==> src/rtl/fetch_engine.sv <==
// fetch_engine: front-end fetch stage upstream of the fetch buffer.
//
// Issues 16-byte-aligned sequential I-cache requests, tracks outstanding
// requests, collects in-order responses into a QDEPTH-entry section queue and
// presents the queue head to the fetch buffer. Redirects re-steer the fetch
// PC, flush the queue and discard responses of requests already in flight.
//
// Ports:
//   clk, rst            clock, synchronous active-high reset (qualified by clkEn)
//   clkEn               global clock enable; all state holds when low
//   redirect_valid/_pc  redirect request and byte target
//   icache_req_*        request valid/ready handshake, 16B-aligned address
//   icache_resp_*       in-order response, always accepted
//   section_*           queue head: valid/ready, data, pc, first-byte offset
//
// Optional build macro FETCH_ENGINE_PERF_EN adds perf_req_cnt, perf_drop_cnt
// and perf_stall_cnt saturating 32-bit counters.
module fetch_engine #(
    parameter int               WIDTH    = 64,
    parameter logic [WIDTH-1:0] RESET_PC = '0,
    parameter int               QDEPTH   = 2
) (
    input  logic             clk,
    input  logic             rst,
    input  logic             clkEn,
    input  logic             redirect_valid,
    input  logic [WIDTH-1:0] redirect_pc,
    output logic             icache_req_valid,
    input  logic             icache_req_ready,
    output logic [WIDTH-1:0] icache_req_addr,
    input  logic             icache_resp_valid,
    input  logic [127:0]     icache_resp_data,
    output logic             section_valid,
    input  logic             section_ready,
    output logic [127:0]     section_data,
    output logic [WIDTH-1:0] section_pc,
    output logic [3:0]       section_offset
`ifdef FETCH_ENGINE_PERF_EN
    ,
    output logic [31:0]      perf_req_cnt,
    output logic [31:0]      perf_drop_cnt,
    output logic [31:0]      perf_stall_cnt
`endif
);

    localparam int PW = (QDEPTH > 1) ? $clog2(QDEPTH) : 1;
    localparam int CW = $clog2(QDEPTH + 1);

    typedef enum logic {RUN, DRAIN} state_e;

    function automatic logic [PW-1:0] nxt(input logic [PW-1:0] p);
        return (p == PW'(QDEPTH - 1)) ? '0 : p + PW'(1);
    endfunction

    state_e           state_q, state_d;
    logic [WIDTH-1:0] fetch_pc_q, fetch_pc_d;
    logic [CW-1:0]    outst_q, outst_d;
    logic [CW-1:0]    drop_q, drop_d;
    logic [3:0]       poff_q, poff_d;
    logic             req_hold_q;

    // section queue
    logic [127:0]     q_data_q [QDEPTH];
    logic [WIDTH-1:0] q_pc_q   [QDEPTH];
    logic [3:0]       q_off_q  [QDEPTH];
    logic [PW-1:0]    q_rd_q, q_rd_d, q_wr_q, q_wr_d;
    logic [CW-1:0]    q_cnt_q, q_cnt_d;

    // per-request pc FIFO; its occupancy is outst_q
    logic [WIDTH-1:0] pf_pc_q [QDEPTH];
    logic [PW-1:0]    pf_rd_q, pf_rd_d, pf_wr_q, pf_wr_d;

    logic          act, credit_ok, req_live, hs, resp, push, pop, discard;
    logic [CW:0]   total, drop_left;

    // act gates every state update: nothing moves without clkEn, reset wins.
    assign act       = clkEn && !rst;
    // Credit counts queued plus in-flight sections so every response has a slot.
    assign credit_ok = ({1'b0, outst_q} + {1'b0, q_cnt_q}) < (CW+1)'(QDEPTH);
    assign req_live  = (state_q == RUN) && !rst && !redirect_valid && credit_ok;
    assign hs        = act && req_live && icache_req_ready;
    assign resp      = act && icache_resp_valid;
    assign push      = resp && !redirect_valid && (state_q == RUN) && (outst_q != '0);
    assign pop       = act && !redirect_valid && section_valid && section_ready;

    // Responses still owed by the cache; drop_q is only nonzero in DRAIN and
    // outst_q is zero there, so the sum covers both states.
    assign total     = {1'b0, outst_q} + {1'b0, drop_q};
    assign discard   = resp && (total != '0) && (redirect_valid || state_q == DRAIN);
    assign drop_left = total - (CW+1)'(discard);

    // Valid is held across clkEn-low cycles, like every registered output.
    assign icache_req_valid = clkEn ? req_live : req_hold_q;
    assign icache_req_addr  = fetch_pc_q;

    assign section_valid  = (q_cnt_q != '0);
    assign section_data   = section_valid ? q_data_q[q_rd_q] : '0;
    assign section_pc     = section_valid ? q_pc_q[q_rd_q]   : '0;
    assign section_offset = section_valid ? q_off_q[q_rd_q]  : '0;

    always_comb begin
        state_d    = state_q;
        fetch_pc_d = fetch_pc_q;
        outst_d    = outst_q;
        drop_d     = drop_q;
        poff_d     = poff_q;
        q_rd_d     = q_rd_q;
        q_wr_d     = q_wr_q;
        q_cnt_d    = q_cnt_q;
        pf_rd_d    = pf_rd_q;
        pf_wr_d    = pf_wr_q;
        if (redirect_valid) begin
            fetch_pc_d = {redirect_pc[WIDTH-1:4], 4'h0};
            poff_d     = redirect_pc[3:0];
            outst_d    = '0;
            drop_d     = drop_left[CW-1:0];
            state_d    = (drop_d != '0) ? DRAIN : RUN;
            q_rd_d     = '0;
            q_wr_d     = '0;
            q_cnt_d    = '0;
            pf_rd_d    = '0;
            pf_wr_d    = '0;
        end else begin
            if (state_q == DRAIN) begin
                if (resp && drop_q != '0) drop_d = drop_q - CW'(1);
                state_d = (drop_d == '0) ? RUN : DRAIN;
            end
            if (hs) begin
                fetch_pc_d = fetch_pc_q + WIDTH'(16);
                pf_wr_d    = nxt(pf_wr_q);
            end
            if (push) begin
                pf_rd_d = nxt(pf_rd_q);
                q_wr_d  = nxt(q_wr_q);
                poff_d  = 4'h0;
            end
            if (pop) q_rd_d = nxt(q_rd_q);
            outst_d = outst_q + CW'(hs) - CW'(push);
            q_cnt_d = q_cnt_q + CW'(push) - CW'(pop);
        end
    end

    always_ff @(posedge clk) begin
        if (clkEn) begin
            if (rst) begin
                state_q    <= RUN;
                fetch_pc_q <= {RESET_PC[WIDTH-1:4], 4'h0};
                outst_q    <= '0;
                drop_q     <= '0;
                poff_q     <= RESET_PC[3:0];
                req_hold_q <= 1'b0;
                q_rd_q     <= '0;
                q_wr_q     <= '0;
                q_cnt_q    <= '0;
                pf_rd_q    <= '0;
                pf_wr_q    <= '0;
            end else begin
                state_q    <= state_d;
                fetch_pc_q <= fetch_pc_d;
                outst_q    <= outst_d;
                drop_q     <= drop_d;
                poff_q     <= poff_d;
                req_hold_q <= req_live;
                q_rd_q     <= q_rd_d;
                q_wr_q     <= q_wr_d;
                q_cnt_q    <= q_cnt_d;
                pf_rd_q    <= pf_rd_d;
                pf_wr_q    <= pf_wr_d;
            end
        end
    end

    // Storage needs no reset; readers are gated by count/occupancy.
    always_ff @(posedge clk) begin
        if (hs) pf_pc_q[pf_wr_q] <= fetch_pc_q;
        if (push) begin
            q_data_q[q_wr_q] <= icache_resp_data;
            q_pc_q[q_wr_q]   <= pf_pc_q[pf_rd_q];
            q_off_q[q_wr_q]  <= poff_q;
        end
    end

`ifdef FETCH_ENGINE_PERF_EN
    function automatic logic [31:0] sat_inc(input logic [31:0] v, input logic en);
        return (en && v != 32'hFFFF_FFFF) ? v + 32'd1 : v;
    endfunction

    logic [31:0] perf_req_q, perf_drop_q, perf_stall_q;

    always_ff @(posedge clk) begin
        if (clkEn) begin
            if (rst) begin
                perf_req_q   <= '0;
                perf_drop_q  <= '0;
                perf_stall_q <= '0;
            end else begin
                perf_req_q   <= sat_inc(perf_req_q, hs);
                perf_drop_q  <= sat_inc(perf_drop_q, discard);
                perf_stall_q <= sat_inc(perf_stall_q, section_valid && !section_ready);
            end
        end
    end

    assign perf_req_cnt   = perf_req_q;
    assign perf_drop_cnt  = perf_drop_q;
    assign perf_stall_cnt = perf_stall_q;
`endif

endmodule
==> config.mk <==
export PLATFORM = sky130hd
export DESIGN_NAME = fetch_engine
export DESIGN_NICKNAME = d
export VERILOG_FILES = /design/src/rtl/fetch_engine.sv
export SDC_FILE = /design/constraint.sdc
export NUM_CORES = 1
export LEC_CHECK = 0
export ABC_AREA = 1
export CAP_MARGIN = 30
export CORE_MARGIN = 2
export CORE_UTILIZATION = 47
export DETAILED_ROUTE_END_ITERATION = 8
export PLACE_DENSITY = 0.76
export SLEW_MARGIN = 20
export SYNTH_ARGS = -nofsm -noshare
export SYNTH_HDL_FRONTEND = slang
export SYNTH_SLANG_ARGS = --single-unit
export TNS_END_PERCENT = 100
==> constraint.sdc <==
create_clock -name clk -period 11.9 [get_ports clk]
set_input_delay 2.38 -clock clk [delete_from_list [all_inputs] [get_ports clk]]
set_output_delay 2.38 -clock clk [all_outputs]
set_load 0.05 [all_outputs]
==> results of run 1 <==
==> worst max-delay path, delay by kind of cell <==
kind / cells / cell delay (ps)
buf+inv: 3 / 1540
simple gates: 4 / 570
==> flip-flops by register name, indices dropped and copies added (netlist names), 2 cells and up, named ones only <==
| register | count |
|---|---|
| q_data_q | 256 |
| pf_pc_q | 120 |
| q_pc_q | 120 |
| icache_req_addr | 60 |
| q_off_q | 8 |
| poff_q | 4 |
| drop_q | 2 |
| outst_q | 2 |
| q_cnt_q | 2 |
==> synthesized netlist by cell type <==
cell type / instances / area share (%)
inv_2: 4 / 0.062
nor4_4: 1 / 0.088
buf_1: 9 / 0.14
or2_2: 2 / 0.052
a32o_1: 2 / 0.083
o21bai_1: 16 / 0.50
a31oi_1: 1 / 0.026
inv_1: 87 / 1.4
fa_1: 2 / 0.17
mux2_1: 1 / 0.047
nor2_1: 123 / 1.9
a21oi_1: 211 / 4.4
a22o_1: 1 / 0.036
mux2_2: 61 / 2.9
conb_1: 1 / 0.016
nor2_8: 1 / 0.083
clkbuf_1: 40 / 0.62
nand2_4: 2 / 0.094
nand4_1: 7 / 0.18
nor2_4: 6 / 0.28
nor2_2: 8 / 0.21
xnor2_1: 1 / 0.036
buf_2: 33 / 0.69
buf_4: 9 / 0.28
xor2_1: 3 / 0.11
nand2_1: 654 / 10
o21ai_0: 38 / 0.79
ha_1: 8 / 0.42
o32ai_1: 1 / 0.036
dfxtp_1: 2 / 0.17
nand3_1: 43 / 0.90
o21ai_1: 13 / 0.27
and2_1: 7 / 0.18
edfxtp_1: 580 / 72
nand2_2: 9 / 0.23
==> routing by layer <==
layer | up-vias | global-route usage, % | share of wire (%)
li1 | 7761 | - | -
met1 | 8087 | 30.0 | 39
met2 | 810 | 38.6 | 48
met3 | 111 | 6.09 | 10
met4 | 2 | 7.66 | 2.9
met5 | - | 0 | 0.020
==> stage by stage <==
step | power, mW | area, um2
6_report | 4.74 | 31000
5_1_grt | 4.88 | 31000
4_1_cts | 4.77 | 31000
3_5_place_dp | 3.03 | 29200
3_3_place_gp | 3.02 | 29200
2_1_floorplan | 2.76 | 24100
==> placed cells by master, fill, tap and decap left out, types with 8 or more instances in the layout <==
master	n
o21ai_1	13
inv_1	86
nand3_1	43
o21ai_0	38
buf_4	18
clkdlybuf4s50_1	452
clkinv_1	14
o21bai_1	16
nand2_2	10
clkbuf_1	13
ha_1	8
a21oi_1	211
mux2_2	61
nand2_1	653
nor2_1	118
edfxtp_1	580
clkinv_2	8
clkbuf_16	56
nor2_4	12
conb_1	8
==> kinds of logic (layout without fill, tap and decap cells) <==
family,count (synthesis),in the layout
adders and majority gates,10,10
muxes,62,62
DFF,582,582
other,1,10
and+or+nand+nor,863,863
buffers and inverters,182,663
AOI/OAI and AO/OA,283,283
xor gates and xnor gates,4,4
==> worst max-delay path by stage <==
stage,from,end,cells after the start
finish,redirect_valid,icache_req_valid,7
detailed placement,rst,icache_req_valid,7
floorplan,rst,q_data_q[0][0],5
global route,rst,icache_req_valid,7
global placement,rst,icache_req_valid,7
CTS,rst,icache_req_valid,7
==> power groups by stage <==
stage          clock network [mW]  registers [mW]  logic, mW
3_3_place_gp                    0            2.38      0.641
5_1_grt                      1.86            2.34      0.686
2_1_floorplan                   0            2.41      0.349
4_1_cts                      1.78            2.34      0.653
6_report                     1.75            2.34      0.650
3_5_place_dp                    0            2.38      0.649
==> layout make-up <==
cell class / instances / share of cell area (%)
flip-flops and latches: 582 / 56.3
multi-input cells: 1230 / 19.0
repair buffers: 471 / 15.1
clock buffers: 69 / 4.67
well taps: 672 / 2.71
clock inverters: 32 / 1.13
inverters: 91 / 1.12
diodes: 2 / 0.0161
==> results.txt, run 1 <==
- Net switching share of the total power: 25.6%
* Synthesized area per cell: 12.1 um2
- For this design the top-level I/O count stands at 461.
* Post-synth design cell area: 24000 um2
- Counting every sink on the clock net gives 582.
- Die extent in x: 230 um
- After clock tree synthesis, the clock-pin slew on the worst setup and hold paths is 60 ps.
- Synthesized-area fraction occupied by adder cells: 0.583%
- The worst hold path passes through 0 cells.
* Post-CTS setup buffer count: 0
- The analysis attributes to cell leakage a power of 11.0 nW.
* Min-delay worst type: flop to flop
- The worst-case IR drop observed on VDD is 0.136 mV.
* TNS Setup: 0 ps
- Reg-to-reg endpoint: icache_req_addr[53]
- Average via count per standard cell: 5.33
* Internal power consumption: 3.53 mW
* Worst-path cell chain: clkdlybuf4s50_1 -> nor2_2 -> inv_2 -> nor4_4 -> nand2_1 -> nand2_1 -> clkdlybuf4s50_1
* Category of the worst setup path capture point: output port
* Maximum number of pins on one net before global-route repair: 119
* Share of total power in the clock network: 36.9%
* Number of standard cells after synthesis: 1987
- Summed over all layers, the global routing overflow is 0.
- The die is 230 um tall.
- Setup repair after global routing left no endpoint under its margin.
- Measured against its own limit, the worst slew margin works out to 33.2%.
- After clock tree synthesis, the flow added hold-fix buffers numbering 0.
- Clock latency on the worst-skew pair: 630 ps
- The first global-routing pass estimated 94500 um of wire.
* Share of cell area taken by muxes after synthesis: 2.90%
* Distinct cell type count of the synthesized netlist: 35
* 1st-iter DRT viols: 1477
- In this run the clock root is driven by a clkbuf_16.
- Multi-input logic area: 5890 um2
* Origin of the critical flop-to-flop path: q_cnt_q[0]
* Count of antenna-violating nets left after detailed routing: 0
* Cts bufs inserted: 56
- Area growth from synthesis to final layout: 29.1%
- DRC errors left: 0
- After detailed placement, the design holds a cell count of 3045.
* Final setup violation count: 0
* Detailed Route WL: 63500 um
- Compound-gate portion of the synthesized area: 6.14%
- Effective utilization at floorplan: 47.8%
* Maximum net fanout on the critical path: 25
- The via count of the first global-routing pass is 16.2k.
- Max Cap Violations: 0
- Synthesis inferred 582 register bits.
- Xor-xnor portion of the synthesized cell area: 0.146%
- The core region is 50300 um2.
- Setup slack at placement: 5010 ps
- The run finished with clean final reports.
* All-Layer GR Usage: 23.3%
- Data on the critical path is required at its endpoint by 9520 ps.
* Proportion of layout cells with a drive suffix above 1: 7.92%
* Comb pwr share: 13.7%
- The smallest clock period supported by the final layout is computed as 6870 ps.
- Worst min-delay path startpoint: poff_q[2]
- Power Density: 153 nW/um2
- Registers take 17500 um2.
* Power dissipated by switching net loads: 1.21 mW
- Of the total synthesized cell area, the portion taken by AND, OR, NAND and NOR gates is 14.4%.
- After the last flow step, the layout net total stands at 2641.
- Clock Path Buffers: 3
* WHS: 455 ps
- Number of optimization iterations in the first detailed-route pass: 5
- DR vias: 16.8k
* Final design utilization: 61.7%
* Filler Cells Inserted: 3811
- Max-slew violation count: 0
- Antenna violations before repair: 3
* Internal reg-to-reg setup slack: 8610 ps
- STA classifies the critical path startpoint as an input port.
- The number of cells on the worst reg-to-reg path is 7.
- Once routing completed, OpenROAD measured the worst setup slack at 5030 ps.
- The Yosys step of the flow raised 0 warnings.
- Resize count post-CTS: 0
* Full die area: 53000 um2
* Fraction of the cycle the final worst path needs: 57.8%
- Across the routed clock network, the largest skew measured is 36.8 ps.
- Routability-driven placement finished with a final weighted congestion of 0.968.
- By startpoint and endpoint, the worst setup path is classified as input port to output port.
- TritonCTS built the clock tree.
- Static timing analysis puts the maximum clock frequency at 145 MHz.
- Biggest cell delay along the critical path: 800 ps
* Final Non-Filler Cells: 3149
* Routed length per instance: 20.2 um
* Slew of the pin with the lowest slew margin: 1000 ps
- DP HPWL: 42300 um
- The final number of hold-violating endpoints was 0.
- Arrival time at the worst endpoint: 4490 ps
- Main combinational cell family by area after synthesis: simple AND/OR/NAND/NOR gates
- The clock tree synthesis step divided the H-tree into 2 levels.
- The initialized floorplan defines 82 standard-cell rows.
- Count of input and output buffers: 452
- The worst hold path terminates at q_off_q[1][2].
* Standard cell with the maximum stage delay on the critical path: clkdlybuf4s50_1
- Fraction of power consumed by sequential logic: 49.4%
- Sequential cells were found to cover 72.6% of the synthesized design area.
Note: power is estimated with default switching activity, not from simulation.
==> inputs of run 2 (changes only) <==
==> constraint.sdc (replaced) <==
create_clock -name clk -period 6 [get_ports clk]
set_input_delay 1.2 -clock clk [delete_from_list [all_inputs] [get_ports clk]]
set_output_delay 1.2 -clock clk [all_outputs]
set_load 0.05 [all_outputs]
==> results.txt, run 2 (synthesis results as in run 1) <==
* H-tree levels: 2 (unchanged)
- Post-route minimum period: 4770 ps
* All-Layer GR Usage: 24.3% (+0.94 points)
- The number of non-filler instances in the completed layout came to 3153 (+0.13%).
- The total power density per cell area was 307 nW/um2 (+100%).
- Post-route cell area: 31200 um2 (+0.50%)
* # clock sinks: 582 (unchanged)
* Biggest cell delay along the critical path: 840 ps (+40 ps)
* Maximum net fanout on the critical path: 86 (+240%)
- TritonCTS clock tree: yes
* Proportion of layout cells with a drive suffix above 1: 8.39% (+0.47 points)
- The height of the chip came to 230 um (unchanged).
- The vias per cell is 5.32 (about the same).
* Top library cells by usage in the layout, fill and taps aside: nand2_1, edfxtp_1, clkdlybuf4s50_1
- Effective utilization at floorplan: 47.8% (unchanged)
- Global-route wire length before repair: 98000 um (+3.7%)
- Count of antenna-violating nets left after detailed routing: 0 (unchanged)
- DP HPWL: 44200 um (+4.4%)
- Routed length per instance: 20.8 um (+3.3%)
* Number of hold buffers added after CTS: 0 (unchanged)
- DR vias: 16.8k (+0.078%)
* Fraction of the cycle the final worst path needs: 79.5%
* Most flops, register: q_data_q
* Worst-path clk slew: 60 ps (about the same)
- The final number of hold-violating endpoints was 0 (unchanged).
- Max transition margin: 33.9% (+0.71 points)
- The number of clock buffers inserted by TritonCTS was 57 (+1.8%).
* Max Clock Freq: 210 MHz
- Number of cell instances on the worst register-to-register path: 7 (unchanged)
- The remaining global-route overflow is 0 (unchanged).
- Kind of start point of the critical path: flop
* Cell area after placement: 29300 um2 (+0.25%)
- Post-route clock skew: 32.3 ps (-4.59 ps)
- Slew of the pin with the lowest slew margin: 991 ps (-10.6 ps)
* Worst-path cell chain: inv_6 -> buf_4 -> nand2_1 -> a21oi_1 -> clkdlybuf4s50_1
- The count of buffering cells on the critical path with inverters included came to 3 (unchanged).
- Vias in the first global route: 16.6k (+2.8%)
* Final net count: 2641 (unchanged)
- The utilization after layout was 62.0% (+0.31 points).
* RSZ-0062 raised after global routing: no
* Category of the worst setup path capture point: output port
- The core region area is 50300 um2 (unchanged).
* Endpoint required time on the critical path: 4800 ps (-4720 ps)
- In this run the worst hold path is classified as flop to flop.
* Worst path setup slack after routing: 1230 ps (-3800 ps)
* Leak: 11.1 nW (+0.68%)
- The number of top-level pins came to 461 (unchanged).
* Antenna violations before repair: 2 (-1)
* Post-CTS setup buffer count: 0 (unchanged)
- In the final layout, the registers with the most flip-flops are q_data_q: 256 flops, pf_pc_q: 120 flops, q_pc_q: 120 flops.
- Worst VDD drop: 0.261 mV (+93%)
- The worst setup slack before clock tree synthesis is 1820 ps (-3180 ps).
* Stages on worst setup path: 5 (-2)
- The tree is rooted in a clkbuf_16.
- The max-slew violation count came to 0 (unchanged).
* Standard cell with the maximum stage delay on the critical path: clkdlybuf4s50_1
- Critical path start-end classification: flop to output port
- The largest net degree at the start of global routing was 128 (+7.6%).
- Detailed Route WL: 65600 um (+3.4%)
- The count of input and output buffers came to 452 (unchanged).
- Worst Hold Path Cells: 0 (unchanged)
- The arrival time at the worst endpoint is 3570 ps (-920 ps).
- The overall die width is 230 um (unchanged).
- The routability congestion estimate was 0.941 (-2.7%).
- The final number of setup-violating endpoints is 0 (unchanged).
* Number of optimization iterations in the first detailed-route pass: 6 (+1)
* Full die area: 53000 um2 (unchanged)
* Number of rows created at floorplan: 82 (unchanged)
- Max Cap Violations: 0 (unchanged)
- Resize count post-CTS: 0 (unchanged)
- The number of placed instances with taps included is 3045 (unchanged).
* Most common library cell in the layout ignoring fill and taps: nand2_1
* Area growth from synthesis to final layout: 29.8%
- DRC errors left: 0 (unchanged)
* 1st-iter DRT viols: 1479 (+0.14%)
- The later-pin clock latency in the skew report came to 620 ps (about the same).
- The number of flip-flops under the largest register name came to 256 (unchanged).
- CP top delay family: buffers and inverters
- Status: complete, no violations
- Clock Path Buffers: 3 (unchanged)
==> run 2: changes by cell type in the layout (fill, tap and decap cells not counted), moves of 2 or more <==
cell	delta
buf_4	-5
inv_6	+2
bufinv_16	+2
clkinv_2	+6
buf_12	+6
clkinv_4	+2
clkbuf_1	-7
==> run 2: routing by layer <==
layer / vias to the layer above / wire length (um) / GRT usage [%] / share of wire, %
met3: 102 / 6450 / 6.27 / 9.8
li1: 7764 / - / - / -
met2: 775 / 31600 / 40.6 / 48
met5: - / 26 / 0 / 0.040
met1: 8139 / 25800 / 31.4 / 39
met4: 4 / 1720 / 6.67 / 2.6
==> run 2: worst paths after layout <==
kind / slack (ps) / from / endpoint
worst max register to register: 2830 / q_cnt_q[0] / pf_pc_q[0][5]
worst min-delay path: 450 / poff_q[0] / q_off_q[0][0]
worst max-delay path: 1230 / flop / section_data[65]
worst min register to register: 450 / poff_q[0] / q_off_q[0][0]
==> run 2: power breakdown <==
group          switching (mW)  leakage [nW]  internal, mW
Sequential              0.102          5.32          4.55
Combinational           0.852          4.81         0.438
Clock                    1.50         0.946          2.13
Total                    2.45          11.1          7.11
==> run 2: worst reg2reg max path, cell delays in order (launching register included) <==
cell      delay, ps
edfxtp_1        470
nand2_1         100
inv_1            50
fa_1            490
nor4_4          310
nand3_1         290
nor2_4          810
buf_12          330
==> run 2: area by class of cell <==
| class | count | area [um2] |
|---|---|---|
| fill | 3799 | 19100 |
| sequential | 582 | 17500 |
| multi-input combinational | 1230 | 5890 |
| timing repair buffer | 470 | 4730 |
| clock buffer | 63 | 1450 |
| tap | 672 | 841 |
| clock inverter | 44 | 464 |
| inverter | 91 | 347 |
| antenna | 1 | 2.50 |
==> run 2: per-stage QoR <==
stage / TNS (ps) / hold slack (ps) / power [mW]
after floorplan: -411810 / 421 / 5.48
after global placement: 0 / 424 / 6.00
after detailed placement: 0 / 441 / 6.02
after CTS: 0 / 449 / 9.64
after global routing: 0 / 462 / 9.86
final: 0 / 451 / 9.57
